<file path="config.mk">
export PLATFORM = sky130hd
export DESIGN_NAME = dot_stream_tx_flat
export DESIGN_NICKNAME = d
export VERILOG_FILES = /design/src/rtl/dot_pkg.sv /design/src/rtl/dot_stream_tx_if.sv /design/src/rtl/dot_tx_fifo.sv /design/src/rtl/dot_stream_tx.sv /design/src/flat_wrapper.sv
export SDC_FILE = /design/constraint.sdc
export NUM_CORES = 1
export LEC_CHECK = 0
export CORE_ASPECT_RATIO = 1.5
export CORE_MARGIN = 4
export CORE_UTILIZATION = 30
export DETAILED_ROUTE_END_ITERATION = 12
export PLACE_DENSITY = 0.51
export SLEW_MARGIN = 20
export SYNTH_ARGS = -nofsm -noshare
export SYNTH_HDL_FRONTEND = slang
export SYNTH_HIERARCHICAL = 1
export SYNTH_SLANG_ARGS = --single-unit
</file>
<file path="constraint.sdc">
create_clock -name clk -period 2.4 [get_ports clk]
set_clock_uncertainty 0.1 [all_clocks]
set_input_delay 0.48 -clock clk [delete_from_list [all_inputs] [get_ports clk]]
set_output_delay 0.48 -clock clk [all_outputs]
set_load 0.02 [all_outputs]
</file>
<file path="src/rtl/dot_pkg.sv">
// dot_pkg: shared constants and types for the dot-product word stream.
package dot_pkg;
    localparam int DOT_WIDTH     = 8;
    localparam int DOT_NUM_ELEM  = 3;
    localparam int DOT_FRAME_LEN = 6;
    localparam int DOT_RES_W     = 2 * DOT_WIDTH + 2;

    typedef logic [2:0] dot_slot_t;

    typedef struct packed {
        logic [DOT_NUM_ELEM-1:0][DOT_WIDTH-1:0] b;
        logic [DOT_NUM_ELEM-1:0][DOT_WIDTH-1:0] a;
    } dot_pair_t;
endpackage

</file>
<file path="src/rtl/dot_stream_tx_if.sv">
// dot_stream_tx_if: vector-pair input and result handshakes of dot_stream_tx.
interface dot_stream_tx_if #(
    parameter int WIDTH = dot_pkg::DOT_WIDTH,
    parameter int RES_W = 2 * WIDTH + 2
);
    logic               in_valid;
    logic               in_ready;
    logic [3*WIDTH-1:0] in_a;
    logic [3*WIDTH-1:0] in_b;
    logic               res_valid;
    logic               res_ready;
    logic [RES_W-1:0]   res_data;

    modport master (
        output in_valid, in_a, in_b, res_ready,
        input  in_ready, res_valid, res_data
    );

    modport slave (
        input  in_valid, in_a, in_b, res_ready,
        output in_ready, res_valid, res_data
    );
endinterface

</file>
<file path="src/rtl/dot_tx_fifo.sv">
// dot_tx_fifo: synchronous FIFO of vector pairs with full/empty flags.
module dot_tx_fifo
    import dot_pkg::*;
#(
    parameter type T     = dot_pair_t,
    parameter int  DEPTH = 2
) (
    input  logic clk,
    input  logic reset,
    input  logic push,
    input  logic pop,
    input  T     din,
    output T     dout,
    output logic full,
    output logic empty
);
    localparam int AW = DEPTH > 1 ? $clog2(DEPTH) : 1;
    localparam int CW = $clog2(DEPTH + 1);

    T              mem [DEPTH];
    logic [AW-1:0] wp, rp;
    logic [CW-1:0] cnt;
    logic          do_push, do_pop;

    assign full    = cnt == CW'(DEPTH);
    assign empty   = cnt == '0;
    assign do_push = push && !full;
    assign do_pop  = pop && !empty;
    assign dout    = mem[rp];

    always_ff @(posedge clk) begin
        if (do_push) mem[wp] <= din;
    end

    always_ff @(posedge clk) begin
        if (reset) begin
            wp  <= '0;
            rp  <= '0;
            cnt <= '0;
        end else begin
            if (do_push) wp <= wp == AW'(DEPTH - 1) ? '0 : wp + AW'(1);
            if (do_pop) rp <= rp == AW'(DEPTH - 1) ? '0 : rp + AW'(1);
            cnt <= cnt + CW'(do_push) - CW'(do_pop);
        end
    end
endmodule

</file>
<file path="src/rtl/dot_stream_tx.sv">
// dot_stream_tx: emits vector pairs as six-word frames aligned to the consumer's slot counter
// and returns real-frame results; DOT_TX_CHECK_EN adds a local reference check.
module dot_stream_tx
    import dot_pkg::*;
#(
    parameter int WIDTH      = DOT_WIDTH,
    parameter int FIFO_DEPTH = 2,
    parameter int RES_W      = 2 * WIDTH + 2
) (
    input  logic             clk,
    input  logic             reset,
    dot_stream_tx_if.slave   bus,
    output logic [WIDTH-1:0] tx_word,
    input  logic [RES_W-1:0] cons_dout,
    input  logic             cons_run,
    output logic             res_ovf,
    output logic             chk_mismatch
);
    typedef struct packed {
        logic [DOT_NUM_ELEM-1:0][WIDTH-1:0] b;
        logic [DOT_NUM_ELEM-1:0][WIDTH-1:0] a;
    } pair_t;

    dot_slot_t slot;
    pair_t     frame, head, in_pair;
    logic      frame_real, done_real, empty, full, load, cap;

    assign in_pair.a    = bus.in_a;
    assign in_pair.b    = bus.in_b;
    assign bus.in_ready = !full;
    assign load         = slot == dot_slot_t'(DOT_FRAME_LEN - 1);
    assign cap          = slot == '0 && cons_run && done_real;
    assign tx_word      = slot < dot_slot_t'(DOT_NUM_ELEM) ? frame.a[slot[1:0]]
                        : frame.b[2'(slot - dot_slot_t'(DOT_NUM_ELEM))];

    dot_tx_fifo #(.T(pair_t), .DEPTH(FIFO_DEPTH)) u_fifo (
        .clk   (clk),
        .reset (reset),
        .push  (bus.in_valid),
        .pop   (load),
        .din   (in_pair),
        .dout  (head),
        .full  (full),
        .empty (empty)
    );

    // An empty FIFO at the frame edge sends an all-zero filler frame.
    always_ff @(posedge clk) begin
        if (reset) begin
            slot       <= '0;
            frame      <= '0;
            frame_real <= 1'b0;
            done_real  <= 1'b0;
        end else begin
            slot <= load ? '0 : slot + dot_slot_t'(1);
            if (load) begin
                frame      <= empty ? '0 : head;
                frame_real <= !empty;
                done_real  <= frame_real;
            end
        end
    end

    always_ff @(posedge clk) begin
        if (reset) begin
            bus.res_valid <= 1'b0;
            bus.res_data  <= '0;
            res_ovf       <= 1'b0;
        end else begin
            if (cap && (!bus.res_valid || bus.res_ready)) begin
                bus.res_valid <= 1'b1;
                bus.res_data  <= cons_dout;
            end else if (bus.res_ready) begin
                bus.res_valid <= 1'b0;
            end
            if (cap && bus.res_valid && !bus.res_ready) res_ovf <= 1'b1;
        end
    end

`ifdef DOT_TX_CHECK_EN
    logic [RES_W-1:0] ref_dot, frame_exp, done_exp;

    always_comb begin
        ref_dot = '0;
        for (int i = 0; i < DOT_NUM_ELEM; i++)
            ref_dot = ref_dot + RES_W'(head.a[i]) * RES_W'(head.b[i]);
    end

    // The reference travels one frame behind, in step with done_real.
    always_ff @(posedge clk) begin
        if (reset) begin
            frame_exp    <= '0;
            done_exp     <= '0;
            chk_mismatch <= 1'b0;
        end else begin
            if (load) begin
                frame_exp <= empty ? '0 : ref_dot;
                done_exp  <= frame_exp;
            end
            if (cap && cons_dout != done_exp) chk_mismatch <= 1'b1;
        end
    end
`else
    assign chk_mismatch = 1'b0;
`endif
endmodule

</file>
<file path="src/flat_wrapper.sv">
// flat-port wrapper written by rule: the top's interface ports become plain ports
module dot_stream_tx_flat import dot_pkg::*;
#(
    parameter int WIDTH      = DOT_WIDTH,
    parameter int FIFO_DEPTH = 2,
    parameter int RES_W      = 2 * WIDTH + 2
)
  (clk, reset, tx_word, cons_dout, cons_run, res_ovf, chk_mismatch, bus_in_valid, bus_in_a, bus_in_b, bus_res_ready, bus_in_ready, bus_res_valid, bus_res_data);
  dot_stream_tx_if #(.WIDTH(WIDTH), .RES_W(RES_W)) bus_i ();
  input  logic clk;
  input  logic reset;
  output logic [WIDTH-1:0] tx_word;
  input  logic [RES_W-1:0] cons_dout;
  input  logic cons_run;
  output logic res_ovf;
  output logic chk_mismatch;
  input wire logic [$bits(bus_i.in_valid)-1:0] bus_in_valid;
  input wire logic [$bits(bus_i.in_a)-1:0] bus_in_a;
  input wire logic [$bits(bus_i.in_b)-1:0] bus_in_b;
  input wire logic [$bits(bus_i.res_ready)-1:0] bus_res_ready;
  output wire logic [$bits(bus_i.in_ready)-1:0] bus_in_ready;
  output wire logic [$bits(bus_i.res_valid)-1:0] bus_res_valid;
  output wire logic [$bits(bus_i.res_data)-1:0] bus_res_data;
  assign bus_i.in_valid = bus_in_valid;
  assign bus_i.in_a = bus_in_a;
  assign bus_i.in_b = bus_in_b;
  assign bus_i.res_ready = bus_res_ready;
  assign bus_in_ready = bus_i.in_ready;
  assign bus_res_valid = bus_i.res_valid;
  assign bus_res_data = bus_i.res_data;
  dot_stream_tx #(.WIDTH(WIDTH), .FIFO_DEPTH(FIFO_DEPTH), .RES_W(RES_W)) u_core (.clk(clk), .reset(reset), .bus(bus_i), .tx_word(tx_word), .cons_dout(cons_dout), .cons_run(cons_run), .res_ovf(res_ovf), .chk_mismatch(chk_mismatch));
endmodule
</file>
==> reports/summary.json <==
{
  "synth": {
    "synth-seq-cells": 174,
    "yosysUniqueCellTypes": 36,
    "synth_seq_area_share": 0.6677,
    "synthesis.instances": 443,
    "ys_dominant_reg_cell": "sky130_fd_sc_hd__edfxtp_1",
    "postSynthNetCount": 519,
    "post_synth.cell_area_avg_um2": 15.03,
    "async_flop_share": 0,
    "synth_warnings": 6,
    "syn_area_um2": 6656,
    "synth-edff-count": 96
  },
  "pwr": {
    "share_comb_of_total_power": 0.113,
    "post-layout-total-power_uw": 6723,
    "p_clk_frac": 0.393,
    "fraction_of_power_consumed_by_sequential_logic": 0.494,
    "p_sw_frac": 0.2303,
    "p_leak_uw": 0.003173,
    "internal_power_uw": 5175,
    "power_switching_uw": 1548,
    "vdd_drop_max_mv": 0.5120,
    "power.density_cell_area_nw_per_um2": 747.1
  },
  "worst_hold_path": {
    "worstHoldPathType": "reg2reg"
  },
  "sta": {
    "timing.final.max_slew_violations": 0,
    "final_period_minus_worst_setup_slack_ns": 2.518,
    "grt_setup_unrepaired": "true",
    "tns_ns": -0.7981,
    "finalHoldViolations": 0,
    "setup_violations": 8,
    "finalWorstSetupSlack_ns": -0.1176,
    "period_share": 1.049,
    "max_clock_freq_ghz": 0.3972
  },
  "critical_path": {
    "crit_arrival_ns": 1.94,
    "setup.worst_path.start": "u_core/slot[1]",
    "r2r-start": "u_core/slot[1]",
    "timing.critical_path.to": "tx_word[1]",
    "endpoint_of_the_most_critical_register_to_register_path": "u_core/u_fifo/cnt[1]",
    "number_of_cells_on_the_worst_reg_to_reg_path": 13,
    "critical_path_source_type": "register",
    "crit_required_ns": 1.82,
    "criticalPathCategory": "reg2out",
    "setup.reg_to_reg.worst_slack_ns": 0.14,
    "cp_max_fo": 5,
    "critical_path.endpoint_type": "output pin"
  },
  "die": {
    "fp.dieW_um": 129.6,
    "fp.dieArea_um2": 24680,
    "io-pin-count": 101,
    "die-height_um": 190.4,
    "core_area_um2": 21800,
    "rows": 66,
    "floorplan.initialDensity": 0.3053
  },
  "global_route": {
    "grt.total_usage": 0.1268,
    "grt_start_max_net_pins": 50,
    "grt.overflow.total": 0,
    "antenna_found_initial": 0,
    "grt_pass1_vias": 4327,
    "first_pass_grt_wire_length_mm": 23.63
  },
  "placed_design": {
    "dp_hpwl_mm": 10.10,
    "place_congestion": 0.7601,
    "buffers_added_on_ports": 99
  },
  "final_layout": {
    "area.growth.synth_to_final_pct": 35.19,
    "n_antenna_cell": 0,
    "sequential_cell_area_um2": 4448,
    "finish.net_count": 641,
    "multiInputGateArea_um2": 2293,
    "nFillCells": 2025,
    "post_route_cells_drive_above_1_share": 0.3080
  },
  "route": {
    "final_antenna_net_count": 0,
    "first_iter_violations": 176,
    "drc_errors": 0,
    "via_count_of_the_routed_design": 3982,
    "detail_route.wl_per_cell_um": 17.76,
    "drt_pre_antenna_iters": 4,
    "routed_wirelength_mm": 15.10,
    "post_drt_via_cell_ratio": 4.685
  },
  "clock_tree": {
    "number_of_buffers_inserted_during_clock_tree_synthesis": 17,
    "cts.sink_count": 174,
    "clk_pin_slew_worst_paths_ns": 0.07,
    "cts_max_path_buffers": 2,
    "cts_root_buf": "sky130_fd_sc_hd__clkbuf_16",
    "cts_tree": "yes",
    "worst_skew_late_latency_ns": 0.43,
    "htreeDepth": 4
  },
  "outcome": {
    "violations": "negative setup slack",
    "run_status": "finished with violations"
  },
  "flow_run": {
    "max_cap_violations": 0
  }
}
sequential cells by signal (all words and copies together), names as in the netlist, named ones only:
name and cells:
u_core/u_fifo/mem 96, u_core/frame 48, u_core/bus.res_data 18, u_core/slot 3, u_core/u_fifo/cnt 2, u_core/bus.res_valid 1
u_core/done_real 1, u_core/frame_real 1, u_core/res_ovf 1, u_core/u_fifo/rp 1, u_core/u_fifo/wp 1
per-stage QoR:
stage,worst slack [ns],cells,util,hold slack (ns),area [um^2]
2_1_floorplan,0.01412,443,-,0.3260,6690
3_3_place_gp,-0.2672,810,0.3725,0.3337,8120
3_5_place_dp,-0.3173,810,0.3725,0.3550,8120
4_1_cts,-0.1533,848,0.4089,0.3753,8914
5_1_grt,-0.1745,850,0.4128,0.3813,8999
6_report,-0.1176,850,0.4128,0.3706,8999
synthesized netlist by cell type (2+ instances only):
master                     instances  area [um^2]
sky130_fd_sc_hd__buf_2             9        45.04
sky130_fd_sc_hd__nand2b_1         38        237.7
sky130_fd_sc_hd__nor2b_1           2        12.51
sky130_fd_sc_hd__xnor2_1           2        17.52
sky130_fd_sc_hd__a22o_1           48        420.4
sky130_fd_sc_hd__dfxtp_1          78         1562
sky130_fd_sc_hd__a22oi_1           8        60.06
sky130_fd_sc_hd__a21o_1            2        15.01
sky130_fd_sc_hd__a21oi_1          12        60.06
sky130_fd_sc_hd__clkbuf_1         10        37.54
sky130_fd_sc_hd__nand2_1           3        11.26
sky130_fd_sc_hd__and2_1            2        12.51
sky130_fd_sc_hd__buf_6             4        45.04
sky130_fd_sc_hd__nor2_1            6        22.52
sky130_fd_sc_hd__ha_1              5        62.56
sky130_fd_sc_hd__edfxtp_1         96         2883
sky130_fd_sc_hd__mux2_2           64        720.7
sky130_fd_sc_hd__buf_4             4        30.03
sky130_fd_sc_hd__o32ai_1           8        70.07
sky130_fd_sc_hd__nor3_1            3        15.01
sky130_fd_sc_hd__mux2i_1          18        180.2
sky130_fd_sc_hd__inv_1             7        26.28
repair_timing:
action,4_1_cts,5_1_grt
endpoints found under the setup margin,8,9
hold endpoints to repair,0,0
hold buffers,0,0
pin swaps,12,11
buffers inserted,6,2
gates resized for setup,78,15
routing by layer:
metal	share of wire	GRT usage	vias to the layer above	wire length [um]
met2	0.53	0.2247	94	8031
met3	0.038	0.02775	16	569
met4	0.017	0.04600	0	252
met5	0	0	-	0
li1	-	-	1910	-
met1	0.41	0.1488	1962	6241
critical path: stages, from the launching register on:
cell and delay (ns):
sky130_fd_sc_hd__dfxtp_2 0.35, sky130_fd_sc_hd__inv_2 0.05, sky130_fd_sc_hd__ha_4 0.29, sky130_fd_sc_hd__buf_6 0.14, sky130_fd_sc_hd__mux2_4 0.30, sky130_fd_sc_hd__a22oi_2 0.14
sky130_fd_sc_hd__a21oi_2 0.08, sky130_fd_sc_hd__buf_4 0.16
cells in the final DEF, fill, tap and decap left out, types with 4 or more instances in the layout:
cell,netlist,routed
sky130_fd_sc_hd__clkbuf_16,0,19
sky130_fd_sc_hd__a22o_1,48,48
sky130_fd_sc_hd__nand2b_1,38,37
sky130_fd_sc_hd__nor2_1,6,5
sky130_fd_sc_hd__edfxtp_1,96,96
sky130_fd_sc_hd__inv_2,1,4
sky130_fd_sc_hd__inv_4,0,4
sky130_fd_sc_hd__dfxtp_1,78,75
sky130_fd_sc_hd__mux2i_1,18,18
sky130_fd_sc_hd__buf_6,4,10
sky130_fd_sc_hd__mux2_2,64,54
sky130_fd_sc_hd__buf_12,0,5
sky130_fd_sc_hd__a21oi_2,0,8
sky130_fd_sc_hd__mux2_4,0,10
sky130_fd_sc_hd__clkdlybuf4s50_1,0,91
sky130_fd_sc_hd__o32ai_4,0,4
sky130_fd_sc_hd__inv_1,7,4
sky130_fd_sc_hd__a22oi_2,0,8
sky130_fd_sc_hd__buf_4,4,24
area by class of cell:
class,instances,area share
sequential,174,0.4943
clock buffer,23,0.05562
multi-input combinational,233,0.2549
tap,272,0.03782
timing repair buffer,131,0.1466
clock inverter,9,0.007508
inverter,8,0.003337
cell families (layout without fill, tap and decap cells):
kind of cell / count (synthesis) / in the layout / synth area share
AOI/OAI and AO/OA: 81 / 81 / 0.09737
xor gates and xnor gates: 3 / 3 / 0.003948
adders and majority gates: 5 / 5 / 0.009398
buffers and inverters: 36 / 171 / 0.02876
DFF: 174 / 174 / 0.6677
muxes: 82 / 82 / 0.1353
other: 1 / 1 / 0.0005634
and+or+nand+nor: 61 / 61 / 0.05695
how the worst min path moves through the flow:
stage                 startpoint                end  slack [ns]  cells past startpoint
2_1_floorplan  u_core/frame_real  u_core/frame_real        0.33                      1
3_5_place_dp    u_core/frame[18]   u_core/frame[18]        0.35                      1
4_1_cts        u_core/frame_real   u_core/done_real        0.38                      2
5_1_grt         u_core/frame[21]   u_core/frame[21]        0.38                      1
6_report       u_core/frame_real   u_core/done_real        0.37                      2
3_3_place_gp   u_core/frame_real  u_core/frame_real        0.33                      1
power groups by stage:
stage | logic (uW) | clock network [uW] | registers (uW)
2_1_floorplan | 307 | 0 | 3380
3_3_place_gp | 642 | 0 | 3380
3_5_place_dp | 652 | 0 | 3380
4_1_cts | 739 | 2740 | 3320
5_1_grt | 817 | 2870 | 3330
6_report | 762 | 2640 | 3320
No activity file was read; power rests on OpenSTA's default activity.
